File: src/rtl/fwft_wr_arbiter.sv
`default_nettype none
// +--------------------------------------------------------------------------+
// | Module      : fwft_wr_arbiter                                            |
// | Description : Round-robin arbiter that lets N_REQ word writers share     |
// |               one 32-bit-in / 8-bit-out first-word-fall-through byte     |
// |               FIFO. It owns the FIFO occupancy count and drives both     |
// |               the FIFO write strobe (one word = 4 bytes) and the read    |
// |               strobe (one byte per consumer pop). The FIFO itself holds  |
// |               only storage and pointers.                                 |
// |                                                                          |
// | Ports       : clk, rst_n        clock, async active-low reset            |
// |               req, req_data     per-requester request and 32-bit word    |
// |               gnt               registered one-hot one-cycle grant       |
// |               fifo_wr_en/_data  registered FIFO write strobe and word    |
// |               fifo_rd_en        comb FIFO read-pointer advance           |
// |               cons_rd           consumer pops the head byte              |
// |               cons_valid        comb, head byte valid (occupancy != 0)   |
// |               level, low_wm     occupancy and low-watermark flag, only   |
// |                                 when FWFT_ARB_LEVEL_EN is defined        |
// |                                                                          |
// | Options     : FWFT_ARB_LEVEL_EN adds the level/low_wm outputs.           |
// | Revision    : 1.0  initial release                                       |
// +--------------------------------------------------------------------------+
module fwft_wr_arbiter #(
    parameter int N_REQ  = 4,
    parameter int DEPTH  = 8,
    parameter int LOW_WM = 2
) (
    input  logic                    clk,
    input  logic                    rst_n,
    input  logic [N_REQ-1:0]        req,
    input  logic [32*N_REQ-1:0]     req_data,
    output logic [N_REQ-1:0]        gnt,
    output logic                    fifo_wr_en,
    output logic [31:0]             fifo_wr_data,
    output logic                    fifo_rd_en,
    input  logic                    cons_rd,
    output logic                    cons_valid
`ifdef FWFT_ARB_LEVEL_EN
    ,
    output logic [$clog2(DEPTH):0]  level,
    output logic                    low_wm
`endif
);

    localparam int c_cw  = $clog2(DEPTH) + 1;
    localparam int c_pw  = $clog2(N_REQ);
    localparam int c_pw1 = c_pw + 1;

    localparam logic [1:0] c_st_idle  = 2'd0;
    localparam logic [1:0] c_st_write = 2'd1;
    localparam logic [1:0] c_st_stall = 2'd2;

    // Reject parameter sets the arbiter was not built for.
    generate
        if (N_REQ < 2 || N_REQ > 8 || DEPTH < 4 ||
            (DEPTH & (DEPTH - 1)) != 0 || LOW_WM > DEPTH) begin : g_param_check
            $error("fwft_wr_arbiter: unsupported parameter set");
        end
    endgenerate

    logic [1:0]       r_state;
    logic [N_REQ-1:0] r_gnt;
    logic             r_wr_en;
    logic [31:0]      r_wr_data;
    logic [c_pw-1:0]  r_rr_ptr;
    logic [c_cw-1:0]  r_occ;

    logic             w_any;
    logic             w_space;
    logic             w_grant;
    logic             w_hit;
    logic [c_pw-1:0]  w_win;
    logic [c_pw-1:0]  w_idx;
    logic [c_pw:0]    w_sum;
    logic [c_pw-1:0]  w_next_ptr;
    logic [c_cw-1:0]  w_add;
    logic [c_cw-1:0]  w_sub;
    logic [31:0]      w_words [N_REQ];

    // Unpack the flat word bus so it can be indexed by requester number.
    generate
        for (genvar g = 0; g < N_REQ; g++) begin : g_unpack
            assign w_words[g] = req_data[32*g +: 32];
        end
    endgenerate

    assign w_any   = |req;
    // Space is judged on the current occupancy; a same-cycle pop does not help.
    assign w_space = (r_occ <= c_cw'(DEPTH - 4));
    assign w_grant = w_any && w_space &&
                     ((r_state == c_st_idle) || (r_state == c_st_stall));

    // Round-robin search starting at r_rr_ptr, wrapping modulo N_REQ.
    always_comb begin
        w_hit = 1'b0;
        w_win = '0;
        w_sum = '0;
        w_idx = '0;
        for (int k = 0; k < N_REQ; k++) begin
            w_sum = {1'b0, r_rr_ptr} + c_pw1'(k);
            if (w_sum >= c_pw1'(N_REQ)) begin
                w_sum = w_sum - c_pw1'(N_REQ);
            end
            w_idx = w_sum[c_pw-1:0];
            if (!w_hit && req[w_idx]) begin
                w_hit = 1'b1;
                w_win = w_idx;
            end
        end
    end

    assign w_next_ptr = (w_win == c_pw'(N_REQ - 1)) ? '0 : w_win + c_pw'(1);

    // Arbitration FSM. gnt and fifo_wr_en default low so that they pulse
    // for exactly the WRITE cycle.
    always_ff @(posedge clk or negedge rst_n) begin
        if (!rst_n) begin
            r_state   <= c_st_idle;
            r_gnt     <= '0;
            r_wr_en   <= 1'b0;
            r_wr_data <= '0;
            r_rr_ptr  <= '0;
        end else begin
            r_gnt   <= '0;
            r_wr_en <= 1'b0;
            case (r_state)
                c_st_idle: begin
                    if (w_any) begin
                        r_state <= w_space ? c_st_write : c_st_stall;
                    end
                end
                c_st_write: begin
                    r_state <= c_st_idle;
                end
                c_st_stall: begin
                    if (!w_any) begin
                        r_state <= c_st_idle;
                    end else if (w_space) begin
                        r_state <= c_st_write;
                    end
                end
                default: begin
                    r_state <= c_st_idle;
                end
            endcase
            if (w_grant) begin
                r_gnt     <= N_REQ'(1) << w_win;
                r_wr_en   <= 1'b1;
                r_wr_data <= w_words[w_win];
                r_rr_ptr  <= w_next_ptr;
            end
        end
    end

    // Occupancy: a word write adds 4 bytes, a pop removes 1; both may apply.
    assign w_add = r_wr_en    ? c_cw'(4) : '0;
    assign w_sub = fifo_rd_en ? c_cw'(1) : '0;

    always_ff @(posedge clk or negedge rst_n) begin
        if (!rst_n) begin
            r_occ <= '0;
        end else begin
            r_occ <= r_occ + w_add - w_sub;
        end
    end

    assign gnt          = r_gnt;
    assign fifo_wr_en   = r_wr_en;
    assign fifo_wr_data = r_wr_data;
    assign cons_valid   = (r_occ != '0);
    // Gating with cons_valid makes a pop on an empty FIFO a no-op.
    assign fifo_rd_en   = cons_rd & cons_valid;

`ifdef FWFT_ARB_LEVEL_EN
    assign level  = r_occ;
    assign low_wm = (r_occ <= c_cw'(LOW_WM));
`endif

endmodule
`default_nettype wire

File: config.mk
export PLATFORM = sky130hd
export DESIGN_NAME = fwft_wr_arbiter
export DESIGN_NICKNAME = d
export VERILOG_FILES = /design/src/rtl/fwft_wr_arbiter.sv
export SDC_FILE = /design/constraint.sdc
export NUM_CORES = 1
export LEC_CHECK = 0
export ABC_AREA = 1
export BUFFER_PORTS_ARGS = -buffer_cell sky130_fd_sc_hd__clkbuf_2
export CORE_ASPECT_RATIO = 1.5
export CORE_MARGIN = 2
export CORE_UTILIZATION = 45
export DETAILED_ROUTE_END_ITERATION = 8
export HOLD_SLACK_MARGIN = 0.15
export PLACE_DENSITY = 0.92
export SYNTH_ARGS = -nofsm -noshare
export SYNTH_HDL_FRONTEND = slang
export SYNTH_SLANG_ARGS = --single-unit
File: constraint.sdc
create_clock -name clk -period 2.52 [get_ports clk]
set_clock_uncertainty 0.1 [all_clocks]
set_input_delay 0.504 -clock clk [delete_from_list [all_inputs] [get_ports clk]]
set_output_delay 0.504 -clock clk [all_outputs]
set_load 0.01 [all_outputs]
======== Word-level counts from Yosys, hierarchy flattened ========
Cells that the tools add are included.
word-level totals
  output and inout bits ................... 39
  register bits after elaboration ......... 45
  input bits .............................. 135
cells by class
  bitwise operators ....................... 2
  reductions and logical operators ........ 13
  $lt $le $gt $ge ......................... 10
  shift-type cells ........................ 1
  eq/ne operators ......................... 4
  add/sub/neg operators ................... 10
  muxes and demuxes ....................... 32
operators by type and width
  kind                                                                           count
  32-bit binary-select mux with 2-bit select                                     1
  32-bit 2-to-1 mux                                                              2
  2-bit 2-to-1 mux                                                               13
  3-bit >= comparator (second input constant)                                    4
  2-bit by 3-bit less-than comparator with 1-bit output (second input constant)  4
  1-bit 2-to-1 mux                                                               9
  1-bit binary-select mux with 2-bit select                                      4
  2-bit by 1-bit subtractor with 2-bit output (second input constant)            4
  2-bit by 2-bit adder with 3-bit output (second input constant)                 2
  1-bit logical AND                                                              5
  4-bit by 3-bit adder with 4-bit output                                         1
  2-bit equality test (second input constant)                                    2
  4-bit by 3-bit <= comparator with 1-bit output (second input constant)         1
  4-bit 2-to-1 mux                                                               1
  2-bit one-hot mux with 2 select lines                                          1
  4-bit nonzero test                                                             1
  4-bit OR reduction                                                             1
  1-bit by 2-bit << shifter with 4-bit output (first input constant)             1
  4-bit by 1-bit subtractor with 4-bit output                                    1
  2-bit by 1-bit adder with 3-bit output (second input constant)                 1
  2-bit by 3-bit >= comparator with 1-bit output (second input constant)         1
  1-bit logical NOT                                                              3
  3-bit 2-to-1 mux                                                               1
  3-bit != test (second input constant)                                          1
  other kinds (7)                                                                7

======== Longest topological paths before layout ========
  depth in word-level cells ............... 18
  gate-level depth with buffers ........... 15
  mapped depth without buffers ............ 13

======== Worst setup path before layout ========
No wires, ideal clock.
  path type ............................... register to register
  start point ............................. register r_rr_ptr[0]
  end point ............................... register r_rr_ptr[1]
  setup slack ............................. 0.513 ns
  required time ........................... 2.287 ns
  path buffers ............................ 3
  clock period less this slack ............ 2.007 ns
  stages on the path, launching flop included .. 15
  library setup time ...................... 0.133 ns
  data arrival time ....................... 1.774 ns
  path through ............................ dfrtp_1 buf_4 nand2_1 nand3_2 nand2_2 inv_2 nand2_1 nand2_1 nand2_1 nand3_2 buf_6 buf_6 ha_1 nand2_1 o21ai_0
between the ends
  longest elaborated chain between the ends .. 16
  elaborated cells between the ends (all ways) .. 39
  classes of those cells .................. 8 x add/sub; 4 x order compare; 1 x eq/ne; 20 x mux; 6 x reduce/logical
ends and longest elaborated chain
  item                                                                                  RTL line  text
  from (decl)                                                                           66        logic [c_pw-1:0] r_rr_ptr;
  from (signal assigned)                                                                151       r_rr_ptr <= w_next_ptr;
  branches (longest 13 deep; another with 2-bit by 1-bit adder with 3-bit output)       n/a
  2-bit 2-to-1 mux (*)                                                                  106       if (!w_hit && req[w_idx]) begin
  2-bit by 1-bit adder with 2-bit output / 2-bit equality test (equally long branches)  113       assign w_next_ptr = (w_win == c_pw'(N_REQ - 1)) ? '0 : w_win + c_pw'(1);
  2-bit 2-to-1 mux (*)                                                                  113
  net w_next_ptr[1]                                                                     76        logic [c_pw-1:0] w_next_ptr;
Mark *: on every way through the listed nets, which the timed path passes. The select of a mux whose other input is x is not followed.
A chain may end at the register's enable or synchronous reset.

======== Final worst setup path ========
  start point ............................. register r_rr_ptr[0]
  end point ............................... register r_wr_data[30], in the netlist fifo_wr_data[30]
between the ends
  longest elaborated chain between the ends .. 18
  elaborated cells between the ends (all ways) .. 40
  classes of those cells .................. 7 x add/sub; 4 x order compare; 22 x mux; 1 x bitwise; 6 x reduce/logical
ends and longest elaborated chain
  item                                                                             RTL line  text
  branches (longest 13 deep; another with 2-bit by 1-bit adder with 3-bit output)  n/a
  2-bit 2-to-1 mux (*)                                                             106
  2-bit inverter with 3-bit output (implied by the code) (*)                       150       r_wr_data <= w_words[w_win];
  32-bit binary-select mux with 2-bit select (*)                                   150
  32-bit 2-to-1 mux (implied by the code) (*) (2 in a row)                         150
  to (signal assigned)                                                             150
  to (decl)                                                                        65        logic [31:0] r_wr_data;
Mark *: on every way between the ends. The select of a mux whose other input is x is not followed.

==> flow_summary.ini <==
[worst_setup_path]
rr_endpoint = fifo_wr_data[30]
crit_fanout = 34
r2r_cells = 12
crit_arrival_ns = 2.33
cp_data_required_time_ns = 2.65
endpoint_kind = register
crit_path_start_kind = register
crit_path_end = fifo_wr_data[30]
crit_type = reg2reg
rr_startpoint = r_rr_ptr[0]
rrSetupSlack_ns = 0.32
setup.worst_path.start = r_rr_ptr[0]

[routing]
drc = 0
routed_wl_um = 9300
vias = 3722
avgViaCountPerCell = 5.34
drt-initial-drc-count = 274
wl_per_cell_um = 13.3
drt.antenna.violating_nets = 0
first_pass_iters = 4

[cells_and_area]
drive_gt1_share_pct = 34.8
num_antenna_cells = 0
syn_to_final_growth_pct = 33.6
fin_cells = 697
nets = 760

[global_route]
grt_pass1_vias = 3575
grt_pass1_wl_um = 15400
grt_start_max_net_pins = 35
antenna_found_initial = 0
grt_usage_pct = 25.1
grt_overflow_total = 0

[placed_design]
dp_slack_ns = -0.176
dp_hpwl_um = 6950
io_buffers = 173
dp_cells = 685
place.gp.congestion = 0.912

[sta]
min_period_over_period_pct = 87.2
rsz0062_at_grt = false
worstMarginPinSlew_ns = 0.904
post-route-min-period_ns = 2.20
setup_viol = 0
report.final.slew_viol_count = 0
timing.final.ws_setup_ns = 0.322
final-hold-violation-count = 0
fmax_mhz = 455
relSlewSlack_pct = 39.6

[synthesis]
netlist.area_leader.share_pct = 35.8
synthTopCellsByArea = dfrtp_1 36%, nand3_1 27%, nand2_1 20%
syn_inst = 458
syn_area_um2 = 3080
synth_commonest_cells = 165 x nand3_1, 161 x nand2_1, 44 x dfrtp_1, 17 x buf_2, 15 x inv_1
ys_warn_count = 0
synth-main-ff-cell = dfrtp_1
yosysMostFrequentCell = nand3_1
synth.net_count = 598
synth-seq-cells = 44
seq_area_frac_synth_pct = 35.8
yosys.area.top_type = dfrtp_1
yosysUniqueCellTypes = 25
async_flop_share_pct = 100
synth_edf_count = 0
avgSynthCellArea_um2 = 6.72

[clock_tree]
numCtsBuffers = 5
cts_htree_levels = 2
clk_latency_ns = 0.29
clockBufferDepth = 2
clock-sinks = 44
path_clk_slew_ns = 0.08
cts_tree = built
cts-root-buf = clkbuf_8

[floorplanning]
dieArea_um2 = 7530
num_rows = 36
die_w_um = 71.5
boundaryPins = 174
core_region_area_um2 = 6580
initial_core_util_pct = 46.8
die_y_um = 105

[hold_path]
hold_class = reg2reg

[job]
timing.max_cap.violations = 0

[run_status]
status = finished clean

[power_and_ir_drop]
p_leak_nw = 2.40
p_per_area_nw_per_um2 = 1630
irDropWorstVdd_v = 0.00108
==> report_power, final <==
group          switching (mW)  internal, mW  leakage, nW  total (mW)
combinational            3.08          1.72         1.79        4.80
sequential              0.232          1.07        0.547        1.30
clock                   0.231         0.350       0.0645       0.581
==> through the flow <==
| stage | setup TNS [ns] | utilization (%) | hold slack (ns) | area (µm²) | power, mW |
|---|---|---|---|---|---|
| after global routing | 0 | 62.5 | 0.421 | 4110 | 7.39 |
| after global placement | -2.13 | 60.1 | 0.365 | 3950 | 5.85 |
| after floorplan | 0 | - | 0.108 | 3080 | 4.98 |
| final | 0 | 62.5 | 0.392 | 4110 | 6.68 |
| after CTS | 0 | 62.3 | 0.393 | 4100 | 6.69 |
| after detailed placement | -3.53 | 60.1 | 0.370 | 3950 | 6.04 |
==> worst max-delay path: stages (launching register included) <==
cell and delay (ns):
dfrtp_2 0.49, inv_2 0.17, nand2_1 0.10, nand3_2 0.09, nand2_2 0.10, nor2_4 0.17, nand4_2 0.14, nand3_2 0.12
buf_4 0.31, nand2_1 0.09, nand3_1 0.09, nand3_1 0.07, nand2_1 0.09
==> sequential cells by signal, indices dropped and copies added, names as in the netlist <==
name and count:
r_occ 4, r_state 1, fifo_wr_data 32, gnt 4, fifo_wr_en 1, r_rr_ptr 2
==> final cells by class <==
class,instances,area [µm²]
fill,575,2460
multi-input combinational,360,1700
sequential,44,1100
timing repair buffer,188,1010
clock buffer,7,96.3
tap,76,95.1
inverter,21,78.8
clock inverter,1,30.0
==> logic make-up after synthesis <==
family	Yosys count	share of synthesized area, %
compound gates	4	0.772
xor+xnor	2	0.569
fa+ha+maj	5	2.28
buf+inv	55	9.35
flops	44	35.8
simple gates	348	51.3
==> worst min path at each step <==
stage | from | to | slack, ns | depth (start not counted)
floorplan | rst_n | fifo_wr_data[0] | 0.11 | 0
global placement | fifo_wr_data[19] | fifo_wr_data[19] | 0.36 | 2
detailed placement | fifo_wr_data[19] | fifo_wr_data[19] | 0.37 | 2
CTS | fifo_wr_data[19] | fifo_wr_data[19] | 0.39 | 2
global route | fifo_wr_data[21] | fifo_wr_data[21] | 0.42 | 2
finish | fifo_wr_data[12] | fifo_wr_data[12] | 0.39 | 2
==> layer usage <==
metal | vias to the layer above | wire length [µm] | global-route usage, %
li1 | 1834 | - | -
met1 | 1694 | 3580 | 29.5
met3 | 23 | 571 | 3.54
met2 | 171 | 4910 | 44.6
met4 | 0 | 245 | 10.6
met5 | - | 0 | 0
==> layout by cell type (no fill, tap or decap), types with 2 or more instances in the layout <==
cell        n
nand2_1   161
nand3_1   165
inv_2       5
clkbuf_8    7
inv_1      15
dfrtp_1    43
o21ai_0     2
buf_12      2
buf_4      12
clkbuf_2  173
nand2_2     7
ha_1        4
nor2_4      2
nand3_2     4
xnor2_1     2
nor2_1      5
==> what timing repair did <==
item                                    CTS  global route
pin swaps                                 1             1
hold buffers                              1             0
gates cloned                              1             0
endpoints found under the hold margin    18             0
buffers inserted                          0             2
resized for setup                         0             1
endpoints found under the setup margin   23            31
Power figures use the tool's default switching activity.
